**config.mk**
```make
export PLATFORM = sky130hd
export DESIGN_NAME = pipelined_register_file
export DESIGN_NICKNAME = d
export VERILOG_FILES = /design/src/rtl/pipelined_register_file.sv
export SDC_FILE = /design/constraint.sdc
export NUM_CORES = 2
export LEC_CHECK = 0
export CAP_MARGIN = 20
export CORE_ASPECT_RATIO = 1.25
export CORE_MARGIN = 2
export CORE_UTILIZATION = 40
export DETAILED_ROUTE_END_ITERATION = 12
export GPL_TIMING_DRIVEN = 0
export PLACE_DENSITY = 0.59
export SLEW_MARGIN = 20
export SYNTH_ARGS = -nofsm -noshare
export SYNTH_HDL_FRONTEND = slang
export SYNTH_SLANG_ARGS = --single-unit
```
**constraint.sdc**
```tcl
create_clock -name clk -period 5.09 [get_ports clk]
set_input_delay 1.018 -clock clk [delete_from_list [all_inputs] [get_ports clk]]
set_output_delay 1.018 -clock clk [all_outputs]
set_load 0.01 [all_outputs]
```
**src/rtl/pipelined_register_file.sv**
```systemverilog
// Register file with combinational read ports, optional write-through bypass,
// and per-register pending-write counters that drive issue hazard detection.
module pipelined_register_file #(
  parameter int unsigned  DWIDTH   = 32,
  parameter int unsigned  NREGS    = 32,
  parameter int unsigned  NUM_READ = 2,
  parameter int unsigned  BYPASS   = 1,
  parameter logic [31:0]  SP_INIT  = 32'h0100_0000,
  parameter int unsigned  CNT_W    = 2,
  localparam int unsigned AW       = $clog2(NREGS)
) (
  input  logic                         clk,
  input  logic                         rst,
  input  logic [NUM_READ*AW-1:0]       rs_addr_i,
  output logic [NUM_READ*DWIDTH-1:0]   rs_data_o,
  input  logic [NUM_READ-1:0]          rs_used_i,
  input  logic [AW-1:0]                rd_i,
  input  logic [DWIDTH-1:0]            datawb_i,
  input  logic                         regwren_i,
  input  logic                         issue_valid_i,
  input  logic [AW-1:0]                issue_rd_i,
  input  logic                         issue_wr_i,
  input  logic                         flush_i,
  output logic                         hazard_o,
  output logic [NREGS-1:0]             busy_o
);

  logic [DWIDTH-1:0] regs_q [NREGS];
  logic [DWIDTH-1:0] regs_d [NREGS];
  logic [CNT_W-1:0]  cnt_q  [NREGS];
  logic [CNT_W-1:0]  cnt_d  [NREGS];

  logic                wr_en;
  logic                full;
  logic                accept;
  logic [NUM_READ-1:0] raw;

  assign wr_en = regwren_i && (rd_i != '0);

  for (genvar k = 0; k < NUM_READ; k++) begin : g_rd
    logic [AW-1:0] a;
    logic          byp;
    assign a   = rs_addr_i[k*AW +: AW];
    assign byp = (BYPASS != 0) && wr_en && (rd_i == a);
    assign rs_data_o[k*DWIDTH +: DWIDTH] = (a == '0) ? '0 : (byp ? datawb_i : regs_q[a]);
    // A pending write that retires this very cycle (last outstanding) is forwarded, not stalled.
    assign raw[k] = rs_used_i[k] && (a != '0) && (cnt_q[a] != '0)
                    && !(byp && (cnt_q[a] == CNT_W'(1)));
  end

  assign full     = issue_wr_i && (issue_rd_i != '0) && (cnt_q[issue_rd_i] == '1);
  assign hazard_o = issue_valid_i && !flush_i && ((|raw) || full);
  assign accept   = issue_valid_i && !hazard_o && issue_wr_i && (issue_rd_i != '0);

  always_comb begin
    busy_o = '0;
    for (int unsigned r = 0; r < NREGS; r++) begin
      busy_o[r] = (cnt_q[r] != '0);
    end
  end

  always_comb begin
    for (int unsigned r = 0; r < NREGS; r++) begin
      regs_d[r] = regs_q[r];
      cnt_d[r]  = cnt_q[r];
      if (wr_en && (rd_i == AW'(r))) begin
        regs_d[r] = datawb_i;
      end
      // Issue and writeback on the same register cancel; a lone writeback saturates at zero.
      if (flush_i) begin
        cnt_d[r] = '0;
      end else if (accept && (issue_rd_i == AW'(r)) && !(wr_en && (rd_i == AW'(r)))) begin
        cnt_d[r] = cnt_q[r] + CNT_W'(1);
      end else if (!(accept && (issue_rd_i == AW'(r))) && wr_en && (rd_i == AW'(r))
                   && (cnt_q[r] != '0)) begin
        cnt_d[r] = cnt_q[r] - CNT_W'(1);
      end
    end
  end

  always_ff @(posedge clk) begin
    if (rst) begin
      for (int unsigned r = 0; r < NREGS; r++) begin
        regs_q[r] <= (r == 2) ? DWIDTH'(SP_INIT) : '0;
        cnt_q[r]  <= '0;
      end
    end else begin
      for (int unsigned r = 0; r < NREGS; r++) begin
        regs_q[r] <= regs_d[r];
        cnt_q[r]  <= cnt_d[r];
      end
    end
  end

endmodule

```
; After elaboration in Yosys (flattened, before gate mapping)
; Memories as Yosys holds them, arrays and structs flattened.
; Index checks and enable logic that the tools add are counted.
; Widths: inputs -> output; s select.
[classes]
bitwise_logic = 64
n_reduce_logical = 354
n_mux = 199
n_eq_ne = 99
add_sub_neg = 64
[op_table]
columns = op, n
row1 = $mux 32, 68
row2 = $mux 2, 128
row3 = $logic_and 1x1->1, 210
row4 = $eq 5x5->1 const B, 32
row5 = $eq 5x4->1 const B, 16
row6 = $logic_not 1->1, 68
row7 = $reduce_bool 2->1, 34
row8 = $add 2x1->2 const B, 32
row9 = $or 1x1->1, 64
row10 = $reduce_and 2->1, 32
row11 = $sub 2x1->2 const B, 32
row12 = $eq 5x3->1 const B, 8
row13 = $ne 1x1->1 const B, 32
row14 = $eq 5x2->1 const B, 4
row15 = $logic_not 5->1, 4
row16 = $reduce_bool 5->1, 4
row17 = $eq 5x1->1 const B, 2
row18 = $eq 5x5->1, 2
row19 = $eq 2x1->1 const B, 2
row20 = $mux 1, 3
row21 = $eq 2x2->1 const B, 1
row22 = $reduce_or 2->1, 1
row23 = $logic_or 1x1->1, 1
[word_totals]
mem_bits_rw = 1088
out_inout_bits = 97
regBits = 0
input_bits = 60
n_memories = 2
[mem_list]
columns = name, words, word_bits, rd, rd_clocked_by_memory_dff, wr, line
row1 = regs_q, 32, 32, 2, 0, 32, 28  ; logic [DWIDTH-1:0] regs_q [NREGS];
row2 = cnt_q, 32, 2, 35, 0, 32, 30  ; logic [CNT_W-1:0] cnt_q [NREGS];

; Longest topological paths before layout
[depth]
ltp_word = 22
ltp_mapped = 15
depth_no_buf = 9

; Least setup slack after synthesis
; No wires, ideal clock.
[synth_path]
path_type = input to output
from = in rs_addr_i[5]
to = out rs_data_o[34]
n_path_buf = 5
path_slack_ns = 0.545
stages = 9
t_required_ns = 4.072
t_arrival_ns = 3.527
cell_sequence = buf_4 -> buf_6 -> buf_2 -> buf_2 -> buf_1 -> mux4_2 -> mux4_2 -> mux2i_1 -> a211oi_1
[synth_between]
elab_chain_cells = 4
word_cells_on_any_way = 6
classes_between = 1 x eq/ne / 2 x mux / 2 x reduce/logical / 1 x memory
[synth_rtl]
columns = item, line
row1 = from (decl), 14  ; input logic [NUM_READ*AW-1:0] rs_addr_i,
row2 = "parallel branches: the longest is 3 deep, another holds $mem_v2 32x32", -
row3 = $mux 32 *, 45  ; assign rs_data_o[k*DWIDTH +: DWIDTH] = (a == '0) ? '0 : (byp ? datawb_i : regs_q[a]);
row4 = to (decl), 15  ; output logic [NUM_READ*DWIDTH-1:0] rs_data_o,
; Every way passes the cells marked *.

; Worst setup path in the final report
[layout_path]
from = in rs_addr_i[7]
to = out rs_data_o[42]
; Same word-level chain as after synthesis.

==> results.cfg <==
[outcome]
status = complete, but fails checks
violations = negative setup slack

[pwr]
power.total_mw = 22.6
power.density_mw_per_mm2 = 336
irDropWorstVdd_uv = 298
p_leak_nw = 22.5

[sta]
hold_slack_ns = 0.513
fin_skew_ns = 0.0294
period_minus_slack_ns = 5.13
finalMaxSlewViolations = 0
setup_tns_ns = -0.109
rsz0062_at_grt = yes
hold_viol_final = 0
fin_crit_sh = 1.01
layout_setup_ws_ns = -0.0415
max_freq_mhz = 195
tightestPinTransition_ns = 1.34
setup_violations = 5
relSlewSlack = 0.109

[final_layout]
layout.nets = 4213
fin_util = 0.482
drive_gt1_frac = 0.277
stdcell_count = 6108
multi_input_comb_area_mm2 = 0.0235
regArea_mm2 = 0.0320
area_growth_pct = 19.4
n_fill_cell = 12100

[clocking]
cts_made_buffers = 108
cts_tree = yes
clkTransAtPathRegs_ns = 0.06
cts_htree_levels = 3
worst_skew_pair.late_latency_ns = 0.76
cts_sinks = 1088
cts.path.max_buffers = 3
cts-root-buf = clkbuf_16

[floorplan]
fp.dieW_um = 339
dieArea_mm2 = 0.144
die_y_um = 423
coreArea_mm2 = 0.139
row_count = 153
start_util = 0.404
ios = 157

[yosys]
synthTopCellsByArea = edfxtp_1, mux4_2, nor2_1
muxShareOfSynthArea = 0.257
synthArstFlopShare = 0
yosysTopAreaCell = edfxtp_1
synth_compound_area_frac = 0.0528
synth-seq-cells = 1088
synth_top_area_share = 0.547
synth-xor-area-share = 0.00296
synth_cell_types = 64
ys_warn_count = 0
yosys_most_used_dff = edfxtp_1
synth_edf_count = 1024
synthAdderAreaFrac = 0.000222
syn_avg_cell_area_um2 = 14.7
synth-simple-area-share = 0.0870
syn_area_mm2 = 0.0562
synth_cells = 3816
synth_top_family_by_area = multiplexers
ys_seq_area_frac = 0.570

[drt]
met2WireLength_mm = 113
drc = 0
routed_wl_mm = 256
first_iter_violations = 7475
met1_length_mm = 82.4
wl_met3_mm = 35.8
ant_nets = 0
wl_per_cell_um = 41.9
vias = 42100
routed.top_layer = met5
viasPerCell = 6.90
dr.pass1.iters = 6

[global_routing]
grtUsageTotal = 0.351
grt-ovfl-total = 0
grt_pass1_vias = 40900
grt_pass1_wl_mm = 340
grt_max_degree = 33
grt_antenna_before_repair = 14

[critical_path]
cp_data_required_time_ns = 4.07
worstPathArrival_ns = 4.11
end_kind = output pin
cp-start-kind = input port
worstPathMaxFanout = 10
crit_type = input port to output pin

[placement]
place_inst = 5895
hpwl_mm = 175
port_buffers = 143
gp_congestion = 0.992

[min_path]
hold_class = register to register

[flow_run]
cap_violations = 0
## synth_stat cells, drive strengths merged, types with 6 or more instances
cell / count
a211oi: 91
a21oi: 81
a221oi: 28
a311oi: 11
a31oi: 11
and2: 10
and3: 10
buf: 142
clkbuf: 238
dfxtp: 64
edfxtp: 1024
inv: 46
mux2: 37
mux2i: 174
mux4: 545
nand2: 110
nand2b: 89
nand3: 48
nand3b: 17
nand4: 11
nor2: 673
nor2b: 18
nor3: 18
nor3b: 6
o211ai: 48
o21a: 7
o21ai: 46
o221ai: 27
o22ai: 39
o31ai: 12
or2: 51
or3: 19
or4: 6
xnor2: 15
## cells in the final DEF, fill, tap and decap left out, types with 48 or more instances in the layout
master and instances:
o211ai_1 48, clkbuf_16 116, clkbuf_1 158, nand2b_1 69, dfxtp_1 64, nand2_1 110
edfxtp_1 1024, mux2i_1 159, nor2_1 663, buf_12 56, nand3_1 48, clkdlybuf4s50_1 115
a211oi_1 60, mux4_2 545, a21oi_1 74
## power by group
group	switching, mW	internal, mW	leakage [nW]
combinational	2.22	1.56	10.4
sequential	0.279	10.4	10.3
clock	3.73	4.39	1.68
## worst max-delay path, cell delays in order
cell and delay (ns):
dlygate4sd2_1 0.32, buf_6 0.20, buf_6 0.20, buf_8 0.21, buf_12 0.21, buf_12 0.19, buf_4 0.32, mux4_2 0.39
mux2i_4 0.36, a211oi_2 0.14, clkdlybuf4s50_1 0.51
## timing repair
action | in CTS | in global routing
cloned | 0 | 2
gates resized for setup | 564 | 53
endpoints found under the setup margin | 65 | 42
setup buffers | 6 | 4
hold buffers | 0 | 0
pin swaps | 15 | 5
## final timing paths
path	start	endpoint	slack (ns)	cells past startpoint
max	rs_addr_i[7]	rs_data_o[42]	-0.04	11
min	cnt_q[0][0]	cnt_q[0][0]	0.51	2
max reg2reg	cnt_q[21][0]	cnt_q[22][0]	1.71	11
min reg2reg	cnt_q[0][0]	cnt_q[0][0]	0.51	2
## layer usage
metal	vias to the layer above	GRT usage
met5	-	0.00370
met4	26	0.262
li1	15700	-
met2	3846	0.532
met1	21400	0.410
met3	1162	0.123
## registers in the layout, indices dropped and copies added, names as in the netlist
register  cells
cnt_q        64
regs_q     1024
## per-stage QoR
stage          area [um^2]  setup slack (ns)
2_1_floorplan        56400             0.545
4_1_cts              66800           -0.0751
5_1_grt              67100           -0.0238
3_5_place_dp         61300             -2.29
6_report             67100           -0.0415
3_3_place_gp         60100             -3.43
## layout make-up
class,instances,share of cell area
flip-flops and latches,1088,0.477
multi-input cells,2333,0.350
plain buffers,374,0.0474
clock buffers,145,0.0434
repair buffers,201,0.0368
well taps,1860,0.0347
clock inverters,56,0.00809
inverters,46,0.00257
diodes,5,0.000186
## kinds of logic (layout without fill, tap and decap cells)
group / after synthesis / in the layout
other: 1 / 37
AO/OA/AOI/OAI: 429 / 429
multiplexers: 756 / 756
flip-flops: 1088 / 1088
AND/OR/NAND/NOR: 1096 / 1096
XOR/XNOR: 19 / 19
buffers and inverters: 426 / 822
adder cells (fa/ha/maj): 1 / 1
No activity file was read; power rests on OpenSTA's default activity.
